### config.mk
export PLATFORM = sky130hd
export DESIGN_NAME = ahb_lite_master_port
export DESIGN_NICKNAME = d
export VERILOG_FILES = /design/src/rtl/ahb_lite_master_port.sv
export SDC_FILE = /design/constraint.sdc
export NUM_CORES = 1
export LEC_CHECK = 0
export BUFFER_PORTS_ARGS = -buffer_cell sky130_fd_sc_hd__buf_2
export CAP_MARGIN = 20
export CORE_UTILIZATION = 45
export DETAILED_ROUTE_END_ITERATION = 6
export GPL_ROUTABILITY_DRIVEN = 0
export PLACE_DENSITY = 0.7
export SETUP_SLACK_MARGIN = 0.02
export SKIP_CTS_REPAIR_TIMING = 1
export SLEW_MARGIN = 20
export SYNTH_ARGS = -nofsm -noshare
export SYNTH_HDL_FRONTEND = slang
export SYNTH_SLANG_ARGS = --single-unit
export TNS_END_PERCENT = 5
### constraint.sdc
create_clock -name HCLK -period 6.3 [get_ports HCLK]
set_clock_uncertainty 0.15 [all_clocks]
set_input_delay 1.89 -clock HCLK [delete_from_list [all_inputs] [get_ports HCLK]]
set_output_delay 1.89 -clock HCLK [all_outputs]
set_load 0.005 [all_outputs]
### src/rtl/ahb_lite_master_port.sv
`default_nettype none
// ============================================================================
//  Module   : ahb_lite_master_port
//  Purpose  : AHB-Lite initiator that turns a command/response handshake into
//             single NONSEQ transfers. Non-pipelined: at most one transfer is
//             outstanding. There are no bursts and no locked transfers.
//  Ports    : HCLK/HRESETn            - bus clock, async active-low reset
//             cmd_*                   - command request (valid/ready handshake)
//             rsp_*                   - one-cycle response pulse, no backpressure
//             bus_hang                - sticky data-phase watchdog flag
//             H* (out)                - AHB-Lite master address/data/control
//             HREADY/HRDATA/HRESP     - AHB-Lite slave response
//  Revision : 1.0 - initial release
// ============================================================================
module ahb_lite_master_port #(
    parameter logic [3:0]  HPROT_VAL   = 4'b0011,
    parameter int unsigned WDOG_CYCLES = 255
) (
    input  logic        HCLK,
    input  logic        HRESETn,
    // command side
    input  logic        cmd_valid,
    output logic        cmd_ready,
    input  logic        cmd_write,
    input  logic [31:0] cmd_addr,
    input  logic [2:0]  cmd_size,
    input  logic [31:0] cmd_wdata,
    // response side
    output logic        rsp_valid,
    output logic        rsp_err,
    output logic [31:0] rsp_rdata,
    output logic        bus_hang,
    // AHB-Lite master outputs
    output logic [31:0] HADDR,
    output logic [1:0]  HTRANS,
    output logic [2:0]  HSIZE,
    output logic        HWRITE,
    output logic [31:0] HWDATA,
    output logic [2:0]  HBURST,
    output logic        HMASTLOCK,
    output logic [3:0]  HPROT,
    // AHB-Lite slave response
    input  logic        HREADY,
    input  logic [31:0] HRDATA,
    input  logic        HRESP
);

    localparam logic [1:0] c_HTRANS_IDLE   = 2'b00;
    localparam logic [1:0] c_HTRANS_NONSEQ = 2'b10;

    // Counter is at least 8 bits and grows to hold any watchdog limit.
    localparam int unsigned c_CNT_W    = (WDOG_CYCLES > 255) ? $clog2(WDOG_CYCLES + 1) : 8;
    localparam logic [c_CNT_W-1:0] c_WDOG_LIM = c_CNT_W'(WDOG_CYCLES);

    typedef enum logic [1:0] {
        S_IDLE = 2'd0,
        S_ADDR = 2'd1,
        S_DATA = 2'd2,
        S_REJ  = 2'd3
    } state_t;

    state_t r_state;
    state_t w_state;

    logic [31:0]        r_wdata;
    logic [c_CNT_W-1:0] r_cnt;

    logic [31:0]        w_haddr;
    logic [1:0]         w_htrans;
    logic [2:0]         w_hsize;
    logic               w_hwrite;
    logic [31:0]        w_hwdata;
    logic [31:0]        w_wdata;
    logic [c_CNT_W-1:0] w_cnt;
    logic [c_CNT_W-1:0] w_cnt_inc;
    logic               w_hang;
    logic               w_rsp_valid;
    logic               w_rsp_err;
    logic [31:0]        w_rsp_rdata;
    logic               w_legal;
    logic [31:0]        w_lane_wdata;
    logic [31:0]        w_rd_shifted;
    logic [31:0]        w_rd_aligned;

    assign HBURST    = 3'b000;
    assign HMASTLOCK = 1'b0;
    assign HPROT     = HPROT_VAL;
    assign cmd_ready = (r_state == S_IDLE);

    // Only naturally aligned byte/halfword/word transfers reach the bus.
    always_comb begin
        w_legal = 1'b0;
        case (cmd_size)
            3'd0:    w_legal = 1'b1;
            3'd1:    w_legal = ~cmd_addr[0];
            3'd2:    w_legal = (cmd_addr[1:0] == 2'b00);
            default: w_legal = 1'b0;
        endcase
    end

    // Replicate the right-justified write data across every byte lane so the
    // slave finds it on whichever lane the address selects.
    always_comb begin
        case (HSIZE)
            3'd0:    w_lane_wdata = {4{r_wdata[7:0]}};
            3'd1:    w_lane_wdata = {2{r_wdata[15:0]}};
            default: w_lane_wdata = r_wdata;
        endcase
    end

    // Bring the addressed lane down to bit 0 and zero-extend to the size.
    assign w_rd_shifted = HRDATA >> {HADDR[1:0], 3'b000};

    always_comb begin
        case (HSIZE)
            3'd0:    w_rd_aligned = {24'd0, w_rd_shifted[7:0]};
            3'd1:    w_rd_aligned = {16'd0, w_rd_shifted[15:0]};
            default: w_rd_aligned = w_rd_shifted;
        endcase
    end

    assign w_cnt_inc = (r_cnt == {c_CNT_W{1'b1}}) ? r_cnt : r_cnt + 1'b1;

    // Next-state and next-output logic.
    always_comb begin
        w_state     = r_state;
        w_haddr     = HADDR;
        w_htrans    = HTRANS;
        w_hsize     = HSIZE;
        w_hwrite    = HWRITE;
        w_hwdata    = HWDATA;
        w_wdata     = r_wdata;
        w_cnt       = r_cnt;
        w_hang      = bus_hang;
        w_rsp_valid = 1'b0;
        w_rsp_err   = 1'b0;
        w_rsp_rdata = 32'd0;

        case (r_state)
            S_IDLE: begin
                if (cmd_valid) begin
                    w_wdata = cmd_wdata;
                    if (w_legal) begin
                        w_state  = S_ADDR;
                        w_htrans = c_HTRANS_NONSEQ;
                        w_haddr  = cmd_addr;
                        w_hsize  = cmd_size;
                        w_hwrite = cmd_write;
                    end else begin
                        // Rejected locally: answer next cycle, bus untouched.
                        w_state     = S_REJ;
                        w_rsp_valid = 1'b1;
                        w_rsp_err   = 1'b1;
                    end
                end
            end

            S_ADDR: begin
                if (HREADY) begin
                    w_state  = S_DATA;
                    w_htrans = c_HTRANS_IDLE;
                    w_hwdata = w_lane_wdata;
                    w_cnt    = '0;
                end
            end

            S_DATA: begin
                if (HREADY) begin
                    w_state     = S_IDLE;
                    w_rsp_valid = 1'b1;
                    w_rsp_err   = HRESP;
                    if (!HRESP && !HWRITE) begin
                        w_rsp_rdata = w_rd_aligned;
                    end
                    w_cnt = '0;
                end else begin
                    // The first cycle of a two-cycle ERROR also lands here
                    // and simply waits for the completing HREADY.
                    w_cnt = w_cnt_inc;
                    if ((WDOG_CYCLES != 0) && (w_cnt_inc >= c_WDOG_LIM)) begin
                        w_hang = 1'b1;
                    end
                end
            end

            S_REJ: begin
                w_state = S_IDLE;
            end

            default: begin
                w_state = S_IDLE;
            end
        endcase
    end

    always_ff @(posedge HCLK or negedge HRESETn) begin
        if (!HRESETn) begin
            r_state <= S_IDLE;
        end else begin
            r_state <= w_state;
        end
    end

    always_ff @(posedge HCLK or negedge HRESETn) begin
        if (!HRESETn) begin
            HADDR     <= 32'd0;
            HTRANS    <= c_HTRANS_IDLE;
            HSIZE     <= 3'd0;
            HWRITE    <= 1'b0;
            HWDATA    <= 32'd0;
            r_wdata   <= 32'd0;
            r_cnt     <= '0;
            bus_hang  <= 1'b0;
            rsp_valid <= 1'b0;
            rsp_err   <= 1'b0;
            rsp_rdata <= 32'd0;
        end else begin
            HADDR     <= w_haddr;
            HTRANS    <= w_htrans;
            HSIZE     <= w_hsize;
            HWRITE    <= w_hwrite;
            HWDATA    <= w_hwdata;
            r_wdata   <= w_wdata;
            r_cnt     <= w_cnt;
            bus_hang  <= w_hang;
            rsp_valid <= w_rsp_valid;
            rsp_err   <= w_rsp_err;
            rsp_rdata <= w_rsp_rdata;
        end
    end

endmodule
`default_nettype wire

==> metrics.txt, run 1 <==
# TYPE chip_impl_metric gauge
chip_impl_metric{name="number_of_antenna_violations_at_the_first_check_in_global_routing",unit=""} 1
chip_impl_metric{name="fmax",unit="MHz"} 283.4
chip_impl_info{name="leading_cell_type_by_number_of_instances_after_synthesis",value="sky130_fd_sc_hd__dfrtp_1"} 1
chip_impl_metric{name="grt_util_met1",unit=""} 0.2577
chip_impl_metric{name="drive_above_1_share",unit=""} 0.4560
chip_impl_metric{name="fin_setup_tns",unit="ns"} 0
chip_impl_metric{name="place_hpwl",unit="µm"} 10990
chip_impl_metric{name="die_w",unit="µm"} 120.4
chip_impl_metric{name="synthesis_to_finish_area_growth",unit="%"} 28.09
chip_impl_metric{name="post_synth_instance_area",unit="µm²"} 6304
chip_impl_metric{name="rrSetupSlack",unit="ns"} 3.54
chip_impl_info{name="synth_top_cells_by_area",value="sky130_fd_sc_hd__dfrtp_1 58%, sky130_fd_sc_hd__mux2_2 14%, sky130_fd_sc_hd__mux2i_1 6.5%, sky130_fd_sc_hd__o21ai_0 2.7%, sky130_fd_sc_hd__nand2_1 2.3%"} 1
chip_impl_metric{name="asyncSetResetFlopFracSynth",unit=""} 1.000
chip_impl_metric{name="least_margin_pin_slew",unit="ns"} 1.037
chip_impl_info{name="worstSetupStartpointType",value="primary input"} 1
chip_impl_metric{name="power.leakage",unit="nW"} 4.079
chip_impl_metric{name="floorplan.die.height",unit="µm"} 120.4
chip_impl_info{name="gr-max-usage-layer",value="met2"} 1
chip_impl_metric{name="ff2ff_path_depth",unit=""} 6
chip_impl_info{name="cts_tree",value="done"} 1
chip_impl_info{name="cp-startpoint",value="cmd_valid"} 1
chip_impl_metric{name="placeableCoreArea",unit="µm²"} 13450
chip_impl_metric{name="max_slew_margin",unit=""} 0.3088
chip_impl_metric{name="overall_power_of_the_completed_layout",unit="W"} 0.003858
chip_impl_info{name="ys_top_cells_by_count",value="146 x sky130_fd_sc_hd__dfrtp_1, 76 x sky130_fd_sc_hd__mux2_2, 41 x sky130_fd_sc_hd__mux2i_1"} 1
chip_impl_metric{name="synth.yosys.seq_area_share",unit=""} 0.5796
chip_impl_metric{name="place_area",unit="µm²"} 7413
chip_impl_metric{name="yosysTopAreaCellShare",unit=""} 0.5796
chip_impl_metric{name="floorplan.rows",unit=""} 42
chip_impl_metric{name="wl_per_instance",unit="µm"} 16.89
chip_impl_info{name="grt_setup_unrepaired",value="no"} 1
chip_impl_info{name="largest_delay_share_family_worst_path",value="buffers and inverters"} 1
chip_impl_info{name="worstSetupEndpoint",value="HADDR[24]"} 1
chip_impl_metric{name="cp_max_fo",unit=""} 35
chip_impl_metric{name="synthesis.area_per_instance",unit="µm²"} 12.12
chip_impl_info{name="run_status",value="completed"} 1
chip_impl_metric{name="final_antenna_net_count",unit=""} 0
chip_impl_info{name="critical_path.reg2reg.endpoint",value="HADDR[24]"} 1
chip_impl_metric{name="io-pin-count",unit=""} 219
chip_impl_metric{name="register_bit_count_reported_by_yosys",unit=""} 146
chip_impl_metric{name="hold_depth",unit=""} 2
chip_impl_info{name="postSynth.topFlopCell",value="sky130_fd_sc_hd__dfrtp_1"} 1
chip_impl_metric{name="data_arrival_time_of_the_critical_path",unit="ns"} 3.68
chip_impl_metric{name="dr.first_iter.drc_count",unit=""} 273
chip_impl_metric{name="clkTransAtPathRegs",unit="ns"} 0.06
chip_impl_metric{name="vias",unit=""} 4676
chip_impl_metric{name="cp.buffers_inverters",unit=""} 3
chip_impl_metric{name="fillCellCount",unit=""} 1118
chip_impl_metric{name="port_buffers",unit=""} 209
chip_impl_metric{name="clockBufferDepth",unit=""} 2
chip_impl_metric{name="finalCritPeriodShare",unit=""} 0.5600
chip_impl_metric{name="grt_use_met2",unit=""} 0.3696
chip_impl_metric{name="power.density",unit="nW/µm²"} 477.9
chip_impl_metric{name="htree_levels",unit=""} 4
chip_impl_metric{name="post_drt_via_cell_ratio",unit=""} 5.167
chip_impl_info{name="biggest_area_consumer_among_synthesized_cells",value="sky130_fd_sc_hd__dfrtp_1"} 1
chip_impl_info{name="critPathCaptureType",value="flop"} 1
chip_impl_metric{name="routed_wirelength",unit="µm"} 15290
chip_impl_metric{name="crit_cells",unit=""} 6
chip_impl_info{name="cells_along_the_critical_path",value="buf_2, and2_1, buf_4, nor3b_2, buf_4, mux2_2"} 1
chip_impl_metric{name="initial_utilization",unit=""} 0.4686
chip_impl_metric{name="grt_start_max_net_pins",unit=""} 101
chip_impl_metric{name="cap_violations",unit=""} 0
chip_impl_metric{name="die-area",unit="µm²"} 14490
chip_impl_metric{name="final-hold-violation-count",unit=""} 0
chip_impl_metric{name="synth-edff-count",unit=""} 0
chip_impl_metric{name="layout_min_cycle_time",unit="ns"} 3.528
chip_impl_metric{name="layout.core_utilization",unit=""} 0.6002
chip_impl_metric{name="grt_first_pass_wirelength",unit="µm"} 23850
chip_impl_metric{name="setup_viol",unit=""} 0
chip_impl_metric{name="netlist_instances",unit=""} 520
chip_impl_metric{name="cts_inserted_buffers",unit=""} 17
chip_impl_info{name="timing.critical_path.slowest_stage_cell",value="sky130_fd_sc_hd__buf_4"} 1
chip_impl_info{name="critical_path.reg2reg.startpoint",value="r_state[1]"} 1
chip_impl_metric{name="clock_sinks",unit=""} 146
chip_impl_metric{name="yosys.cell_types.count",unit=""} 44
chip_impl_metric{name="met3_track_usage_gr",unit=""} 0.07217
chip_impl_info{name="ctsRootBufferMaster",value="sky130_fd_sc_hd__clkbuf_16"} 1
chip_impl_info{name="critical_path_class",value="primary input to flop"} 1
chip_impl_metric{name="globalRoute.totalOverflow",unit=""} 0
chip_impl_metric{name="drcViolationCount",unit=""} 0
chip_impl_info{name="critical_path.most_common_cell",value="sky130_fd_sc_hd__buf_4"} 1
chip_impl_metric{name="first_global_vias",unit=""} 4561
chip_impl_metric{name="maxSlewViolCount",unit=""} 0
chip_impl_metric{name="finish.instance_area",unit="µm²"} 8074
chip_impl_metric{name="ys_warn_count",unit=""} 0
chip_impl_metric{name="ir_worst_vdd",unit="µV"} 302.3
chip_impl_info{name="worstHoldPathType",value="flop to flop"} 1
chip_impl_metric{name="grt.total_usage",unit=""} 0.2169
chip_impl_metric{name="timing.critical_path.required",unit="ns"} 6.45
chip_impl_metric{name="critical_path.max_stage_delay",unit="ns"} 0.43
chip_impl_metric{name="drtPass1Iterations",unit=""} 4
chip_impl_metric{name="final_nets",unit=""} 821
chip_impl_metric{name="clkLatencyLatePin",unit="ns"} 0.42
==> logic make-up after synthesis <==
logic type,Yosys count,synth area share
other,2,0.001191
multiplexers,117,0.2009
XOR/XNOR,2,0.002779
flip-flops,146,0.5796
AND/OR/NAND/NOR,115,0.08833
adder cells (fa/ha/maj),1,0.001985
buffers and inverters,49,0.04089
AO/OA/AOI/OAI,88,0.08436
==> through the flow <==
step | worst slack [ns] | cells | hold slack (ns)
3_5_place_dp | 2.346 | 872 | 0.3168
4_1_cts | 2.784 | 904 | 0.3300
5_1_grt | 2.657 | 904 | 0.3555
2_1_floorplan | 2.912 | 527 | 0.3102
3_3_place_gp | 2.428 | 872 | 0.3097
6_report | 2.772 | 905 | 0.3278
==> flip-flops by register name, indices dropped and copies added, names as in the netlist <==
signal	flops
HADDR	32
HSIZE	3
HTRANS	1
HWDATA	32
HWRITE	1
bus_hang	1
r_cnt	8
r_state	2
r_wdata	32
rsp_err	1
rsp_rdata	32
rsp_valid	1
==> how the worst min path moves through the flow <==
stage	from	endpoint	slack [ns]
2_1_floorplan	bus_hang	bus_hang	0.31
6_report	HWDATA[12]	HWDATA[12]	0.33
5_1_grt	HWDATA[16]	HWDATA[16]	0.36
4_1_cts	HWDATA[14]	HWDATA[14]	0.33
3_3_place_gp	HWDATA[14]	HWDATA[14]	0.31
3_5_place_dp	HWDATA[14]	HWDATA[14]	0.32
==> cell usage in the layout, fill, tap and decap left out, types with 6 or more instances in the layout <==
cell type | netlist | layout
sky130_fd_sc_hd__buf_2 | 5 | 208
sky130_fd_sc_hd__dfrtp_1 | 146 | 146
sky130_fd_sc_hd__mux2_2 | 76 | 76
sky130_fd_sc_hd__mux2i_1 | 41 | 41
sky130_fd_sc_hd__nand2_1 | 38 | 38
sky130_fd_sc_hd__nor2_1 | 36 | 35
sky130_fd_sc_hd__o21ai_0 | 34 | 34
sky130_fd_sc_hd__a21oi_1 | 19 | 19
sky130_fd_sc_hd__clkbuf_16 | 0 | 17
sky130_fd_sc_hd__a211oi_1 | 16 | 16
sky130_fd_sc_hd__nor2b_1 | 10 | 10
sky130_fd_sc_hd__and2_1 | 9 | 9
sky130_fd_sc_hd__conb_1 | 2 | 9
sky130_fd_sc_hd__nor3_1 | 7 | 6
sky130_fd_sc_hd__buf_4 | 12 | 6
==> per-layer routing <==
| layer | wire [µm] | part of all wire | up-vias |
|---|---|---|---|
| li1 | - | - | 2195 |
| met1 | 6190 | 0.40 | 2271 |
| met2 | 7647 | 0.50 | 185 |
| met3 | 1161 | 0.076 | 25 |
| met4 | 289 | 0.019 | 0 |
| met5 | 0 | 0 | - |
==> worst register-to-register path: stages (launching register included) <==
cell	delay, ns
sky130_fd_sc_hd__dfrtp_1	0.57
sky130_fd_sc_hd__nor2_1	0.20
sky130_fd_sc_hd__and2_1	0.14
sky130_fd_sc_hd__buf_4	0.40
sky130_fd_sc_hd__nor3b_2	0.35
sky130_fd_sc_hd__buf_4	0.43
sky130_fd_sc_hd__mux2_2	0.42
==> final cells by class <==
cell class	instances	area [µm²]	area share
Multi-Input combinational cell	332	2431	0.3011
Sequential cell	146	3654	0.4525
Inverter	3	11.26	0.001395
Clock buffer	19	452.9	0.05610
Timing Repair Buffer	215	1097	0.1359
Antenna cell	1	2.502	0.0003099
Clock inverter	13	205.2	0.02541
Tap cell	176	220.2	0.02727
==> power breakdown <==
| part | internal (W) | switching, W |
|---|---|---|
| Sequential | 0.00128 | 0.000248 |
| Clock | 0.000723 | 0.000383 |
| Combinational | 0.000628 | 0.000592 |
(Power assumes the default switching activity.)
==> inputs of run 2 (changes only) <==
clock period = 3.3 ns   (was 6.3 ns; I/O delays follow)
==> run 2 against run 1 <==
  * Clock power up 70%
  * Wire length up 1.2%
  * Total power up 86%
  * Utilization about the same
  * Global-route usage up 0.28 points
  * Sequential power up 93%
  * Register-to-register slack worse by 2.5 ns
  * Sequential share of layout area about the same
  * Critical path type is now flop to output pin
  * Highest routed layer unchanged
==> metrics.txt, run 2 (same netlist as run 1, synthesis figures left out) <==
# TYPE chip_impl_metric gauge
chip_impl_metric{name="clkTransAtPathRegs",unit="ns"} 0.06
chip_impl_metric{name="io-pin-count",unit=""} 219
chip_impl_metric{name="cap_violations",unit=""} 0
chip_impl_metric{name="setup_viol",unit=""} 0
chip_impl_info{name="cts_tree",value="done"} 1
chip_impl_metric{name="max_slew_margin",unit=""} 0.3564
chip_impl_metric{name="final_nets",unit=""} 827
chip_impl_info{name="worstHoldPathType",value="flop to flop"} 1
chip_impl_info{name="most_common_cell_after_layout_fill_and_taps_aside",value="sky130_fd_sc_hd__buf_2"} 1
chip_impl_info{name="critical_path_class",value="flop to output pin"} 1
chip_impl_info{name="critPathCaptureType",value="output pin"} 1
chip_impl_metric{name="timing.critical_path.required",unit="ns"} 2.16
chip_impl_metric{name="grt.total_usage",unit=""} 0.2197
chip_impl_metric{name="area_of_combinational_cells_with_multiple_inputs",unit="µm²"} 2431
chip_impl_metric{name="placeableCoreArea",unit="µm²"} 13450
chip_impl_metric{name="final_antenna_net_count",unit=""} 0
chip_impl_metric{name="wl_per_instance",unit="µm"} 17.00
chip_impl_metric{name="place_hpwl",unit="µm"} 11320
chip_impl_info{name="layout.cells.most_common_list",value="208 x sky130_fd_sc_hd__buf_2, 146 x sky130_fd_sc_hd__dfrtp_1, 76 x sky130_fd_sc_hd__mux2_2"} 1
chip_impl_metric{name="finalCritPeriodShare",unit=""} 0.7676
chip_impl_metric{name="grt_start_max_net_pins",unit=""} 63
chip_impl_metric{name="fin_worst_hold_slack",unit="ns"} 0.3315
chip_impl_metric{name="synthesis_to_finish_area_growth",unit="%"} 28.11
chip_impl_metric{name="routed_wirelength",unit="µm"} 15470
chip_impl_metric{name="power.density",unit="nW/µm²"} 890.4
chip_impl_metric{name="port_buffers",unit=""} 209
chip_impl_metric{name="ir_worst_vdd",unit="µV"} 490.7
chip_impl_metric{name="post_drt_via_cell_ratio",unit=""} 5.215
chip_impl_info{name="cells_along_the_critical_path",value="buf_2"} 1
chip_impl_metric{name="clock_sinks",unit=""} 146
chip_impl_metric{name="clockBufferDepth",unit=""} 2
chip_impl_metric{name="cp.buffers_inverters",unit=""} 1
chip_impl_metric{name="vias",unit=""} 4746
chip_impl_metric{name="data_arrival_time_of_the_critical_path",unit="ns"} 1.39
chip_impl_metric{name="fillCellCount",unit=""} 1159
chip_impl_metric{name="fmax",unit="MHz"} 394.8
chip_impl_metric{name="clkLatencyLatePin",unit="ns"} 0.41
chip_impl_metric{name="floorplan.die.height",unit="µm"} 120.4
chip_impl_metric{name="drcViolationCount",unit=""} 0
chip_impl_metric{name="placedCellCount",unit=""} 878
chip_impl_metric{name="power.leakage",unit="nW"} 4.088
chip_impl_info{name="run_status",value="completed"} 1
chip_impl_metric{name="dr.first_iter.drc_count",unit=""} 217
chip_impl_metric{name="initial_utilization",unit=""} 0.4686
chip_impl_metric{name="die-area",unit="µm²"} 14490
chip_impl_metric{name="drtPass1Iterations",unit=""} 4
chip_impl_metric{name="grt_first_pass_wirelength",unit="µm"} 24290
chip_impl_info{name="grt_setup_unrepaired",value="no"} 1
chip_impl_metric{name="die_w",unit="µm"} 120.4
chip_impl_metric{name="layout_min_cycle_time",unit="ns"} 2.533
chip_impl_metric{name="drive_above_1_share",unit=""} 0.4578
chip_impl_metric{name="fin_setup_tns",unit="ns"} 0
chip_impl_metric{name="floorplan.rows",unit=""} 42
chip_impl_metric{name="final-hold-violation-count",unit=""} 0
chip_impl_info{name="timing.critical_path.slowest_stage_cell",value="sky130_fd_sc_hd__dfrtp_1"} 1
chip_impl_metric{name="cp_max_fo",unit=""} 11
chip_impl_metric{name="seq_area",unit="µm²"} 3654
chip_impl_metric{name="maxSlewViolCount",unit=""} 0
chip_impl_metric{name="least_margin_pin_slew",unit="ns"} 0.9654
chip_impl_metric{name="post_layout_nonfiller_instances",unit=""} 910
chip_impl_metric{name="critical_path.max_stage_delay",unit="ns"} 0.74
chip_impl_metric{name="n_antenna_cell",unit=""} 0
chip_impl_metric{name="number_of_antenna_violations_at_the_first_check_in_global_routing",unit=""} 0
chip_impl_info{name="ctsRootBufferMaster",value="sky130_fd_sc_hd__clkbuf_16"} 1
chip_impl_metric{name="first_global_vias",unit=""} 4656
chip_impl_info{name="worstSetupStartpointType",value="flop"} 1
chip_impl_metric{name="cts_inserted_buffers",unit=""} 17
chip_impl_metric{name="globalRoute.totalOverflow",unit=""} 0
chip_impl_info{name="largest_delay_share_family_worst_path",value="flip-flops"} 1
chip_impl_metric{name="htree_levels",unit=""} 4
-- run 2: routing by layer --
metal / vias to the layer above / GRT usage / routed length [µm]
met5: - / 0 / 0
met4: 0 / 0.07948 / 281
met3: 23 / 0.06792 / 1167
met2: 203 / 0.3775 / 7862
met1: 2322 / 0.2585 / 6156
li1: 2198 / - / -
-- run 2: final cells by class --
class | count | area share
clock buffers | 23 | 0.06043
flip-flops and latches | 146 | 0.4524
multi-input cells | 332 | 0.3011
repair buffers | 221 | 0.1446
well taps | 176 | 0.02727
inverters | 3 | 0.001394
clock inverters | 9 | 0.01286
-- run 2: where the power goes --
part | total, W | switching [W] | internal [W]
Combinational | 0.00236 | 0.00114 | 0.00122
Clock | 0.00189 | 0.000701 | 0.00119
Sequential | 0.00295 | 0.000491 | 0.00245
-- run 2: tightest hold or removal path: cells and delay by family (launching register included) --
kind,cells,cell delay [ns]
flip-flops,1,0.34
AO/OA/AOI/OAI,1,0.06
AND/OR/NAND/NOR,1,0.04
-- run 2: worst paths after layout --
path,startpoint,end,slack [ns],cells after the start
min in group asynchronous,HRESETn,rsp_rdata[6],0.40,1
max in group asynchronous,HRESETn,HADDR[24],1.88,2
max reg2reg,r_state[1],HSIZE[0],1.02,5
min reg2reg,HWDATA[24],HWDATA[24],0.33,2
max,HSIZE[0],HSIZE[0],0.77,1
min,HWDATA[24],HWDATA[24],0.33,2
-- run 2: per-stage QoR --
stage	total power (W)	setup WS (ns)	instance area, µm²	utilization
final	0.007190	0.7671	8075	0.6003
after global routing	0.007655	0.6816	8075	0.6003
after CTS	0.007267	0.7224	8075	0.6003
after detailed placement	0.005359	0.4952	7483	0.5563
after global placement	0.005256	0.5492	7483	0.5563
after floorplan	0.004375	0.8121	6330	-
==> inputs of run 3 (changes only) <==
clock period = 2.5 ns   (was 3.3 ns; I/O delays follow)
==> run 3 against run 2 <==
  * Total power is 35% higher
  * Sequential power is 31% higher
  * Hold slack worse by 0.17 ns
  * Via count is 0.36% lower
  * Wire length is 2.2% higher
  * Design area is 1.5% higher
  * Die area stayed put
  * Largest power group unchanged
==> metrics.txt, run 3 (same netlist as run 1, synthesis figures left out) <==
# TYPE chip_impl_metric gauge
chip_impl_metric{name="timing.critical_path.required",unit="ns"} 1.60
chip_impl_metric{name="grt_use_met2",unit=""} 0.3797
chip_impl_metric{name="max_slew_margin",unit=""} 0.5995
chip_impl_info{name="grt_setup_unrepaired",value="no"} 1
chip_impl_metric{name="p_clk_frac",unit=""} 0.270
chip_impl_metric{name="cp_max_fo",unit=""} 11
chip_impl_metric{name="final_nets",unit=""} 835
chip_impl_metric{name="initial_utilization",unit=""} 0.4686
chip_impl_metric{name="switching_share",unit=""} 0.3252
chip_impl_metric{name="htree_levels",unit=""} 4
chip_impl_metric{name="drive_above_1_share",unit=""} 0.4663
chip_impl_metric{name="drtPass1Iterations",unit=""} 4
chip_impl_metric{name="data_arrival_time_of_the_critical_path",unit="ns"} 1.36
chip_impl_metric{name="globalRoute.totalOverflow",unit=""} 0
chip_impl_info{name="layout.cells.most_common_list",value="208 x sky130_fd_sc_hd__buf_2, 146 x sky130_fd_sc_hd__dfrtp_1, 76 x sky130_fd_sc_hd__mux2_2"} 1
chip_impl_info{name="worstHoldPathType",value="primary input to async pin"} 1
chip_impl_metric{name="layout_min_cycle_time",unit="ns"} 2.256
chip_impl_metric{name="grt_start_max_net_pins",unit=""} 59
chip_impl_metric{name="post_drt_via_cell_ratio",unit=""} 5.140
chip_impl_info{name="gr-max-usage-layer",value="met2"} 1
chip_impl_metric{name="fin_worst_hold_slack",unit="ns"} 0.1583
chip_impl_metric{name="placeableCoreArea",unit="µm²"} 13450
chip_impl_info{name="worstSetupStartpointType",value="flop"} 1
chip_impl_metric{name="wl_per_instance",unit="µm"} 17.19
chip_impl_metric{name="grt.total_usage",unit=""} 0.2227
chip_impl_metric{name="critical_path.max_stage_delay",unit="ns"} 0.71
chip_impl_info{name="critPathCaptureType",value="output pin"} 1
chip_impl_info{name="cp-startpoint",value="HSIZE[0]"} 1
chip_impl_metric{name="floorplan.rows",unit=""} 42
chip_impl_info{name="ctsRootBufferMaster",value="sky130_fd_sc_hd__clkbuf_16"} 1
chip_impl_metric{name="clkTransAtPathRegs",unit="ns"} 0.06
chip_impl_metric{name="power.density",unit="nW/µm²"} 1181
chip_impl_metric{name="floorplan.die.height",unit="µm"} 120.4
chip_impl_metric{name="pwr-share-comb",unit=""} 0.331
chip_impl_metric{name="final-hold-violation-count",unit=""} 0
chip_impl_info{name="run_status",value="completed"} 1
chip_impl_info{name="critical_path.reg2reg.startpoint",value="r_cnt[1]"} 1
chip_impl_metric{name="ir_worst_vdd",unit="µV"} 587.4
chip_impl_info{name="largest_delay_share_family_worst_path",value="flip-flops"} 1
chip_impl_info{name="cts_tree",value="done"} 1
chip_impl_metric{name="synthesis_to_finish_area_growth",unit="%"} 29.99
chip_impl_metric{name="least_margin_pin_slew",unit="ns"} 0.6007
chip_impl_metric{name="grt_first_pass_wirelength",unit="µm"} 24650
chip_impl_metric{name="die_w",unit="µm"} 120.4
chip_impl_metric{name="fin_setup_tns",unit="ns"} 0
chip_impl_info{name="most_common_cell_after_layout_fill_and_taps_aside",value="sky130_fd_sc_hd__buf_2"} 1
chip_impl_metric{name="dr.first_iter.drc_count",unit=""} 244
chip_impl_metric{name="die-area",unit="µm²"} 14490
chip_impl_metric{name="drcViolationCount",unit=""} 0
chip_impl_metric{name="fmax",unit="MHz"} 443.2
chip_impl_metric{name="intPower",unit="W"} 0.006530
chip_impl_metric{name="maxSlewViolCount",unit=""} 0
chip_impl_info{name="timing.critical_path.slowest_stage_cell",value="sky130_fd_sc_hd__dfrtp_1"} 1
chip_impl_info{name="critical_path_class",value="flop to output pin"} 1
chip_impl_metric{name="vias",unit=""} 4729
chip_impl_metric{name="layout.core_utilization",unit=""} 0.6091
chip_impl_metric{name="first_global_vias",unit=""} 4747
chip_impl_metric{name="clkLatencyLatePin",unit="ns"} 0.42
chip_impl_metric{name="overall_power_of_the_completed_layout",unit="W"} 0.009678
chip_impl_metric{name="finalCritPeriodShare",unit=""} 0.9026
chip_impl_metric{name="power.leakage",unit="nW"} 4.144
chip_impl_metric{name="cp.buffers_inverters",unit=""} 1
chip_impl_metric{name="setup_viol",unit=""} 0
chip_impl_metric{name="routed_wirelength",unit="µm"} 15810
chip_impl_metric{name="clock_sinks",unit=""} 146
chip_impl_metric{name="cts_inserted_buffers",unit=""} 17
chip_impl_metric{name="clockBufferDepth",unit=""} 2
chip_impl_metric{name="final_antenna_net_count",unit=""} 0
chip_impl_metric{name="met3_track_usage_gr",unit=""} 0.06415
chip_impl_metric{name="power_frac_seq",unit=""} 0.399
chip_impl_metric{name="number_of_antenna_violations_at_the_first_check_in_global_routing",unit=""} 1
chip_impl_metric{name="place_hpwl",unit="µm"} 11680
chip_impl_metric{name="io-pin-count",unit=""} 219
chip_impl_info{name="cells_along_the_critical_path",value="buf_2"} 1
chip_impl_metric{name="switchingPower",unit="W"} 0.003148
chip_impl_metric{name="grt_util_met1",unit=""} 0.2644
chip_impl_metric{name="cap_violations",unit=""} 0
chip_impl_metric{name="port_buffers",unit=""} 209
==> run 3: changes by cell type in the layout (fill, tap and decap cells not counted), sizes merged <==
cell / change
clkinvlp: +1
bufinv: +1
diode: +2
clkinv: -1
inv: +2
buf: +8
clkbuf: -3
==> run 3: final timing paths <==
kind	endpoint	slack, ns	cells after the start
max	HSIZE[0]	0.24	1
min	rsp_rdata[25]	0.16	1
max reg2reg	bus_hang	0.41	6
min reg2reg	HWDATA[19]	0.32	2
max in group asynchronous	HWDATA[29]	1.44	2
min in group HCLK	HWDATA[19]	0.32	2
==> run 3: per-layer routing <==
metal | vias to the layer above | routed length [µm]
li1 | 2221 | -
met3 | 21 | 1178
met1 | 2305 | 6401
met4 | 0 | 306
met2 | 182 | 7929
met5 | - | 0
==> run 3: area by class of cell <==
class                   instances  area [µm²]
fillers                      1121        5259
flip-flops and latches        146        3654
multi-input cells             332        2431
repair buffers                229        1252
clock buffers                  20       466.7
well taps                     176       220.2
clock inverters                12       153.9
inverters                       3       11.26
diodes                          2       5.005
==> run 3: power by group through the flow <==
stage | Sequential, W | Clock [W] | Combinational, W
after floorplan | 0.00376 | 0 | 0.00201
after global placement | 0.00384 | 0 | 0.00313
after detailed placement | 0.00390 | 0 | 0.00324
after CTS | 0.00387 | 0.00266 | 0.00325
after global routing | 0.00398 | 0.00275 | 0.00352
final | 0.00386 | 0.00262 | 0.00320
==> run 3: stage by stage <==
stage	setup slack, ns	cells	area [µm²]
after global placement	0.1301	886	7569
after floorplan	0.2521	527	6330
after detailed placement	0.07287	886	7569
after CTS	0.2046	918	8189
final	0.2436	920	8194
after global routing	0.1482	919	8192
